**src/rtl/tm1638_pkg.sv**
```systemverilog
// Shared types and command constants for the TM1638 serial interface.
package tm1638_pkg;

  typedef enum logic [2:0] {
    StIdle,
    StSetup,
    StBitLo,
    StBitHi,
    StGap,
    StStop,
    StHold
  } tx_state_e;

  localparam logic [7:0] CMD_WRITE_AUTO = 8'h40;
  localparam logic [7:0] CMD_ADDR0      = 8'hC0;
  localparam logic [7:0] CMD_DISP_ON    = 8'h88;

  function automatic logic [7:0] disp_on_cmd(input logic [2:0] brightness);
    return CMD_DISP_ON | {5'b0, brightness};
  endfunction

endpackage

```
**src/rtl/clk_tick_sync.sv**
```systemverilog
// Synchronises a slow divided clock and emits a one-cycle pulse on its rising edge.
module clk_tick_sync (
  input  logic clki,
  input  logic rst_n,
  input  logic clk_in,
  output logic tick
);

  logic sync1_q, sync2_q, prev_q;

  always_ff @(posedge clki or negedge rst_n) begin
    if (!rst_n) begin
      sync1_q <= 1'b0;
      sync2_q <= 1'b0;
      prev_q  <= 1'b0;
    end else begin
      sync1_q <= clk_in;
      sync2_q <= sync1_q;
      prev_q  <= sync2_q;
    end
  end

  assign tick = sync2_q & ~prev_q;

endmodule

```
**src/rtl/tm1638_serial_tx.sv**
```systemverilog
// Byte-level STB/CLK/DIO transmitter for the TM1638, LSB first, paced by divider ticks.
module tm1638_serial_tx
  import tm1638_pkg::*;
#(
  parameter int unsigned STB_HIGH_TICKS = 2,
  parameter int unsigned TICK_CNT_W     = 4
) (
  input  logic       clki,
  input  logic       rst_n,
  input  logic       clk_khz,
  input  logic       tx_valid,
  input  logic [7:0] tx_data,
  input  logic       tx_last,
  output logic       tx_ready,
  output logic       busy,
  output logic       tm_stb,
  output logic       tm_clk,
  output logic       tm_dio
);

  localparam logic [TICK_CNT_W-1:0] HoldMax = TICK_CNT_W'(STB_HIGH_TICKS);

  logic tick;

  clk_tick_sync u_tick_sync (
    .clki   (clki),
    .rst_n  (rst_n),
    .clk_in (clk_khz),
    .tick   (tick)
  );

  tx_state_e             state_q, state_d;
  logic [7:0]            sh_q, sh_d;
  logic [2:0]            cnt_q, cnt_d;
  logic                  last_q, last_d;
  logic [TICK_CNT_W-1:0] hold_q, hold_d;
  logic                  stb_q, stb_d, clk_q, clk_d, dio_q, dio_d;
  logic                  ready_q, ready_d, busy_q, busy_d;
  logic                  accept;

  assign accept = tx_valid & ready_q;

  always_comb begin
    state_d = state_q;
    sh_d    = sh_q;
    cnt_d   = cnt_q;
    last_d  = last_q;
    hold_d  = hold_q;
    stb_d   = stb_q;
    clk_d   = clk_q;
    dio_d   = dio_q;

    // Loading is shared by IDLE and GAP; only the state guards whether it is used.
    if (accept) begin
      sh_d   = tx_data;
      last_d = tx_last;
      cnt_d  = 3'd0;
    end

    case (state_q)
      StIdle: begin
        if (accept) begin
          stb_d   = 1'b0;
          state_d = StSetup;
        end
      end
      StSetup, StBitLo: begin
        if (tick) begin
          clk_d   = 1'b0;
          dio_d   = sh_q[0];
          state_d = StBitHi;
        end
      end
      StBitHi: begin
        if (tick) begin
          clk_d = 1'b1;
          sh_d  = sh_q >> 1;
          cnt_d = cnt_q + 3'd1;
          if (cnt_q == 3'd7) begin
            state_d = last_q ? StStop : StGap;
          end else begin
            state_d = StBitLo;
          end
        end
      end
      StGap: begin
        if (accept) begin
          state_d = StSetup;
        end
      end
      StStop: begin
        if (tick) begin
          stb_d   = 1'b1;
          dio_d   = 1'b1;
          hold_d  = '0;
          state_d = StHold;
        end
      end
      StHold: begin
        if (tick) begin
          hold_d = hold_q + 1'b1;
          if (hold_d == HoldMax) begin
            state_d = StIdle;
          end
        end
      end
      default: state_d = StIdle;
    endcase

    ready_d = (state_d == StIdle) || (state_d == StGap);
    busy_d  = (state_d != StIdle);
  end

  always_ff @(posedge clki or negedge rst_n) begin
    if (!rst_n) begin
      state_q <= StIdle;
      sh_q    <= 8'd0;
      cnt_q   <= 3'd0;
      last_q  <= 1'b0;
      hold_q  <= '0;
      stb_q   <= 1'b1;
      clk_q   <= 1'b1;
      dio_q   <= 1'b1;
      ready_q <= 1'b1;
      busy_q  <= 1'b0;
    end else begin
      state_q <= state_d;
      sh_q    <= sh_d;
      cnt_q   <= cnt_d;
      last_q  <= last_d;
      hold_q  <= hold_d;
      stb_q   <= stb_d;
      clk_q   <= clk_d;
      dio_q   <= dio_d;
      ready_q <= ready_d;
      busy_q  <= busy_d;
    end
  end

  assign tx_ready = ready_q;
  assign busy     = busy_q;
  assign tm_stb   = stb_q;
  assign tm_clk   = clk_q;
  assign tm_dio   = dio_q;

endmodule

```
**config.mk**
```make
export PLATFORM = sky130hd
export DESIGN_NAME = tm1638_serial_tx
export DESIGN_NICKNAME = d
export VERILOG_FILES = /design/src/rtl/tm1638_pkg.sv /design/src/rtl/clk_tick_sync.sv /design/src/rtl/tm1638_serial_tx.sv
export SDC_FILE = /design/constraint.sdc
export NUM_CORES = 1
export LEC_CHECK = 0
export ABC_AREA = 1
export BUFFER_PORTS_ARGS = -buffer_cell sky130_fd_sc_hd__clkbuf_2
export CORE_ASPECT_RATIO = 0.9
export CORE_MARGIN = 2
export CORE_UTILIZATION = 35
export CTS_CLUSTER_SIZE = 25
export DETAILED_ROUTE_END_ITERATION = 8
export PLACE_DENSITY_LB_ADDON = 0.3
export SYNTH_ARGS = -nofsm -noshare
export SYNTH_HDL_FRONTEND = slang
export SYNTH_SLANG_ARGS = --single-unit
export TNS_END_PERCENT = 30
```
**constraint.sdc**
```tcl
create_clock -name clki -period 2.1 [get_ports clki]
set_clock_uncertainty 0.15 [all_clocks]
set_input_delay 0.315 -clock clki [delete_from_list [all_inputs] [get_ports clki]]
set_output_delay 0.315 -clock clki [all_outputs]
set_load 0.005 [all_outputs]
```
==> results.yml, run 1 <==
synth:
  synth_area_leaders: "dfrtp_1 (44%), nand2_1 (10%), dfstp_2 (8.1%), inv_1 (6.3%), nand3_1 (4.2%)"
  ys_seq_area_share_pct: 52.2
  synthCells: 149
  synth_cell_types: 23
  synth_top_area_share_pct: 44.1
  avgSynthCellArea_um2: 8.76
  ys_ff_latch: 27
  synth_nets: 166
  netlist_area_um2: 1310
  yosys_warnings: 0
  synth_top_cell_by_area: "dfrtp_1"
flow_run:
  maxCapViolCount: 0
cts:
  clockRootBuffer: "clkbuf_8"
  cts_htree_levels: 1
  path_clk_slew_ns: 0.09
  cts.sinks: 27
  tritoncts: "done"
  cts_inserted_buffers: 3
  clk_latency_ns: 0.27
  cts.path.max_buffers: 2
drt:
  postRouteAntennaNets: 0
  vias_per_cell: 4.66
  num_vias: 1012
  first_pass_iters: 4
  wl_um: 2390
  drt_iter0_markers: 44
  wl_per_cell_um: 11.0
  drc: 0
critical_path:
  path_cells: "inv_1 > nor4_1 > o22ai_1"
  cp.buffers_inverters: 1
  end_kind: "flip-flop"
  cp_slowest_stage_delay_ns: 0.57
  crit_type: "flip-flop to flip-flop"
  slowest_stage: "nor4_1"
  worst_path_dominant_cell_family: "simple AND/OR/NAND/NOR gates"
  startpoint_type: "flip-flop"
  cp_data_required_time_ns: 2.08
  crit_path_max_fanout: 6
  cp.arrival_ns: 1.64
power_and_ir_drop:
  pwr-share-seq_pct: 48.5
  swShare_pct: 35.9
  intPower_mw: 1.09
  fin_total_pwr_mw: 1.71
  power.switching_mw: 0.614
  power.density_nw_per_um2: 1130
  vdd_ir_drop_max_mv: 0.336
  comb_power_share_pct: 33.9
  power_leakage_nw: 0.773
  clock_power_share_pct: 17.6
timing:
  setup_viol: 0
  fin_crit_ns: 1.67
  hold_viol_final: 0
  worst_hold_slack_ns: 0.123
  relSlewSlack_pct: 54.7
  fin_ws_ns: 0.434
  worst_slew_pin_slew_ns: 0.680
  period_share_pct: 79.3
  drv_slew: 0
  fmax_mhz: 600
  setup_tns_ns: 0
  rsz0062_at_grt: "no"
die:
  die_y_um: 61.9
  fp.dieW_um: 68.4
  die-area_um2: 4230
  start_util_pct: 35.7
  rows: 21
  core_um2: 3650
  ios: 18
cells_and_area:
  design_area_um2: 1510
  diodes: 0
  nets: 189
  fillers: 371
  area.sequential_um2: 681
  area_delta_synth_final_pct: 15.6
  multi_input_area_um2: 523
  utilization_pct: 41.3
  final_cell_mix: "nand2_1 (36), dfrtp_1 (23), inv_1 (22)"
  final_common_cell: "nand2_1"
  final_cells: 217
  drive_above_1_share_pct: 21.6
grt:
  grt_pass1_wl_um: 3950
  grt_max_degree: 28
  first_global_vias: 912
  overflow: 0
  grt.total_usage_pct: 12.5
  antenna_found_initial: 0
min_path:
  hold_class: "input pin to flip-flop"
placement:
  place_area_um2: 1440
  detailed_place_hpwl_um: 1780
  dpl_worst_slack_ns: 0.431
  portBuffers: 17
  dp_cells: 211
  gp_congestion: 0.820
status:
  status: "completed"
-- layout make-up --
type | count | share of cell area [%]
flip-flops and latches | 27 | 45.1
multi-input cells | 97 | 34.7
repair buffers | 20 | 7.46
inverters | 23 | 5.72
well taps | 46 | 3.81
clock buffers | 3 | 2.74
clock inverters | 1 | 0.498
-- routing by layer --
metal	vias to the layer above	global-route usage, %	part of all wire, %
met4	0	5.14	0.88
met1	465	17.4	48
met5	-	0	0
met3	2	2.16	3.3
met2	17	19.3	48
li1	528	-	-
-- what timing repair did --
item | in CTS | in global routing
endpoints found under the hold margin | 24 | 0
setup buffers | 0 | 0
resized for setup | 0 | 0
hold buffers | 2 | 0
-- worst paths after layout --
check / cells past startpoint / start / slack (ns) / end
hold / removal: 2 / tx_last / 0.12 / last_q
setup reg to reg: 3 / state_q[2] / 0.43 / hold_q[1]
setup / recovery: 3 / state_q[2] / 0.43 / hold_q[1]
hold reg to reg: 0 / u_tick_sync.sync1_q / 0.21 / u_tick_sync.sync2_q
min in group asynchronous: 2 / rst_n / 0.45 / busy
max in group asynchronous: 2 / rst_n / 0.91 / sh_q[2]
-- worst register-to-register path, cell delays in order, from the launching register on --
cell and delay, ns:
dfrtp_1 0.50, inv_1 0.14, nor4_1 0.58, o22ai_1 0.15
-- cell families after synthesis --
logic type | after synthesis | synth area share, %
AOI/OAI and AO/OA | 26 | 13.1
and+or+nand+nor | 65 | 21.4
adders and majority gates | 4 | 3.84
DFF | 27 | 52.2
muxes | 2 | 1.73
buffers and inverters | 25 | 7.77
-- power groups by stage --
stage          sequential [mW]  clock (mW)  combinational [mW]
3_5_place_dp             0.839           0               0.582
5_1_grt                  0.855       0.335               0.661
4_1_cts                  0.829       0.314               0.588
6_report                 0.829       0.300               0.579
3_3_place_gp             0.830           0               0.558
2_1_floorplan            0.816           0               0.446
-- sequential cells by signal, summed over array words and instances (netlist names) --
register / cells
sh_q: 8
hold_q: 4
cnt_q: 3
state_q: 3
busy: 1
last_q: 1
tm_clk: 1
tm_dio: 1
tm_stb: 1
tx_ready: 1
u_tick_sync.prev_q: 1
u_tick_sync.sync1_q: 1
u_tick_sync.sync2_q: 1
-- cells in the mapped netlist --
| cell | count |
|---|---|
| nand2_1 | 36 |
| dfrtp_1 | 23 |
| inv_1 | 22 |
| nor2_1 | 13 |
| nand3_1 | 11 |
| o21ai_0 | 6 |
| o21ai_2 | 6 |
| a21oi_1 | 5 |
| o211ai_1 | 5 |
| dfstp_2 | 4 |
| ha_1 | 4 |
| mux2_2 | 2 |
| o22ai_1 | 2 |
| a31oi_1 | 1 |
| buf_6 | 1 |
| clkbuf_1 | 1 |
| inv_2 | 1 |
| nand2_2 | 1 |
| nand4_1 | 1 |
| nor3_1 | 1 |
| nor3_4 | 1 |
| nor4_1 | 1 |
| o21bai_1 | 1 |
Power figures use the tool's default switching activity.
==> run 2, diff against run 1 <==
clock period = 1.6 ns   (was 2.1 ns; I/O delays follow)
==> run 2 against run 1 <==
Compared with the run above: sequential share of layout area decreased by 2.0 points; clock power grew 26%; setup slack got worse by 0.33 ns; sequential power is 31% higher; die area is the same; non-clock buffer count increased by 7; combinational power rose by 42%; wire length decreased by 1.1%; via count grew 0.69%; final area grew 5.0%; power rose by 34%; sequential cell count unchanged.
==> results.yml, run 2 (synthesis gave the netlist of run 1 again) <==
status:
  status: "completed"
die:
  ios: 18
  core_um2: 3650
  fp.dieW_um: 68.4
  die_y_um: 61.9
  rows: 21
  die-area_um2: 4230
  start_util_pct: 35.7
critical_path:
  end_kind: "flip-flop"
  crit_top_cell: "nand2_1"
  r2r_end: "tx_ready"
  cp_data_required_time_ns: 1.66
  crit_path_max_fanout: 3
  rrSetupSlack_ns: 0.11
  ff2ff_path_depth: 9
  startpoint_type: "flip-flop"
  slowest_stage: "dfrtp_1"
  path_cells: "ha_1 > ha_2 > nand2_1 > nand2_1 > nand2_1 > nand3_1 > nor2_2 > inv_1 > nor2_1"
  crit_type: "flip-flop to flip-flop"
  timing.rr.start: "cnt_q[0]"
  cp_slowest_stage_delay_ns: 0.39
  cp.arrival_ns: 1.55
grt:
  first_global_vias: 917
  grt.total_usage_pct: 12.5
  overflow: 0
  grt_max_degree: 28
  antenna_found_initial: 0
  grt_pass1_wl_um: 3910
power_and_ir_drop:
  vdd_ir_drop_max_mv: 0.390
  power_leakage_nw: 0.807
  fin_total_pwr_mw: 2.29
  power.density_nw_per_um2: 1450
flow_run:
  maxCapViolCount: 0
min_path:
  whs_path_depth: 2
  worstHoldStart: "tx_last"
  whs_endpoint: "last_q"
  hold_class: "input pin to flip-flop"
timing:
  setup_tns_ns: 0
  fmax_mhz: 670
  rsz0062_at_grt: "no"
  drv_slew: 0
  hold_viol_final: 0
  worst_slew_pin_slew_ns: 0.641
  relSlewSlack_pct: 57.3
  fin_crit_ns: 1.49
  setup_viol: 0
  period_share_pct: 93.3
drt:
  wl_per_cell_um: 10.6
  vias_per_cell: 4.55
  first_pass_iters: 4
  postRouteAntennaNets: 0
  wl_um: 2370
  drc: 0
  num_vias: 1019
  drt_iter0_markers: 47
cts:
  cts_htree_levels: 1
  tritoncts: "done"
  clockRootBuffer: "clkbuf_8"
  cts.sinks: 27
  path_clk_slew_ns: 0.09
  cts.path.max_buffers: 2
  clk_latency_ns: 0.27
  cts_inserted_buffers: 3
cells_and_area:
  area_delta_synth_final_pct: 21.4
  final_cell_mix: "nand2_1 (34), inv_1 (22), dfrtp_1 (21)"
  final_common_cell: "nand2_1"
  utilization_pct: 43.4
  drive_above_1_share_pct: 30.3
  nets: 196
  largest_register_ffs: 8
  area.sequential_um2: 683
  fillers: 355
  multi_input_area_um2: 546
  top_register: "sh_q"
  diodes: 0
  layout_top_registers: "sh_q: 8 flops, hold_q: 4 flops"
placement:
  detailed_place_hpwl_um: 1800
  portBuffers: 17
  gp_congestion: 0.890
run 2: cell types whose count changed in the layout (fill, tap and decap cells not counted), moves of 2 or more:
cell,delta
buf_4,+7
nor2_1,-3
nor2_2,+3
dfrtp_1,-2
dfrtp_2,+2
ha_1,-2
ha_2,+2
nand2_1,-2
nand2_2,+2
run 2: how the worst max path moves through the flow:
stage                    from        to  slack [ns]
floorplan            cnt_q[0]  tx_ready        0.14
global placement     cnt_q[0]  tx_ready        0.06
detailed placement   cnt_q[0]  tx_ready        0.02
CTS                 hold_q[0]      busy        0.02
global route         cnt_q[0]  tx_ready       0.001
finish               cnt_q[0]  tx_ready        0.11
run 2: stage by stage:
| step | instance area, um2 | instances | hold slack, ns | setup slack (ns) |
|---|---|---|---|---|
| final | 1580 | 224 | 0.0525 | 0.107 |
| after detailed placement | 1480 | 216 | 0.150 | 0.0204 |
| after global placement | 1480 | 216 | 0.145 | 0.0613 |
| after CTS | 1550 | 223 | 0.0579 | 0.0202 |
| after floorplan | 1310 | 149 | -0.206 | 0.137 |
| after global routing | 1580 | 224 | 0.0660 | 0.00145 |
run 2: metal layers:
layer	share of wire, %	vias to the layer above	wire (um)	GRT usage [%]
met1	50	453	1180	16.8
met4	0.80	0	19	5.71
li1	-	542	-	-
met3	3.3	2	79	2.16
met5	0	-	0	0
met2	46	22	1090	20.0
run 2: worst max-delay path: cells and delay by family, from the launching register on:
kind                       cells  cell delay (ns)
and+or+nand+nor                6             0.45
buffers and inverters          1             0.06
DFF                            1             0.39
adders and majority gates      2             0.39
run 2: layout make-up:
cell class	count	area share, %
clock buffer	3	2.61
clock inverter	1	0.316
inverter	23	5.45
multi-input combinational	97	34.4
sequential	27	43.1
tap	46	3.63
timing repair buffer	27	10.4
run 2: power breakdown:
group | switching, mW | internal [mW] | leakage (nW)
Clock | 0.204 | 0.174 | 0.0255
Sequential | 0.148 | 0.941 | 0.326
Combinational | 0.455 | 0.368 | 0.456
Total | 0.808 | 1.48 | 0.807
run 2: repair_timing:
action | 4_1_cts | 5_1_grt
gates resized for setup | 0 | 10
endpoints found under the hold margin | 24 | 0
setup endpoints to repair | 1 | 6
buffers inserted | 1 | 1
hold buffers | 2 | 0
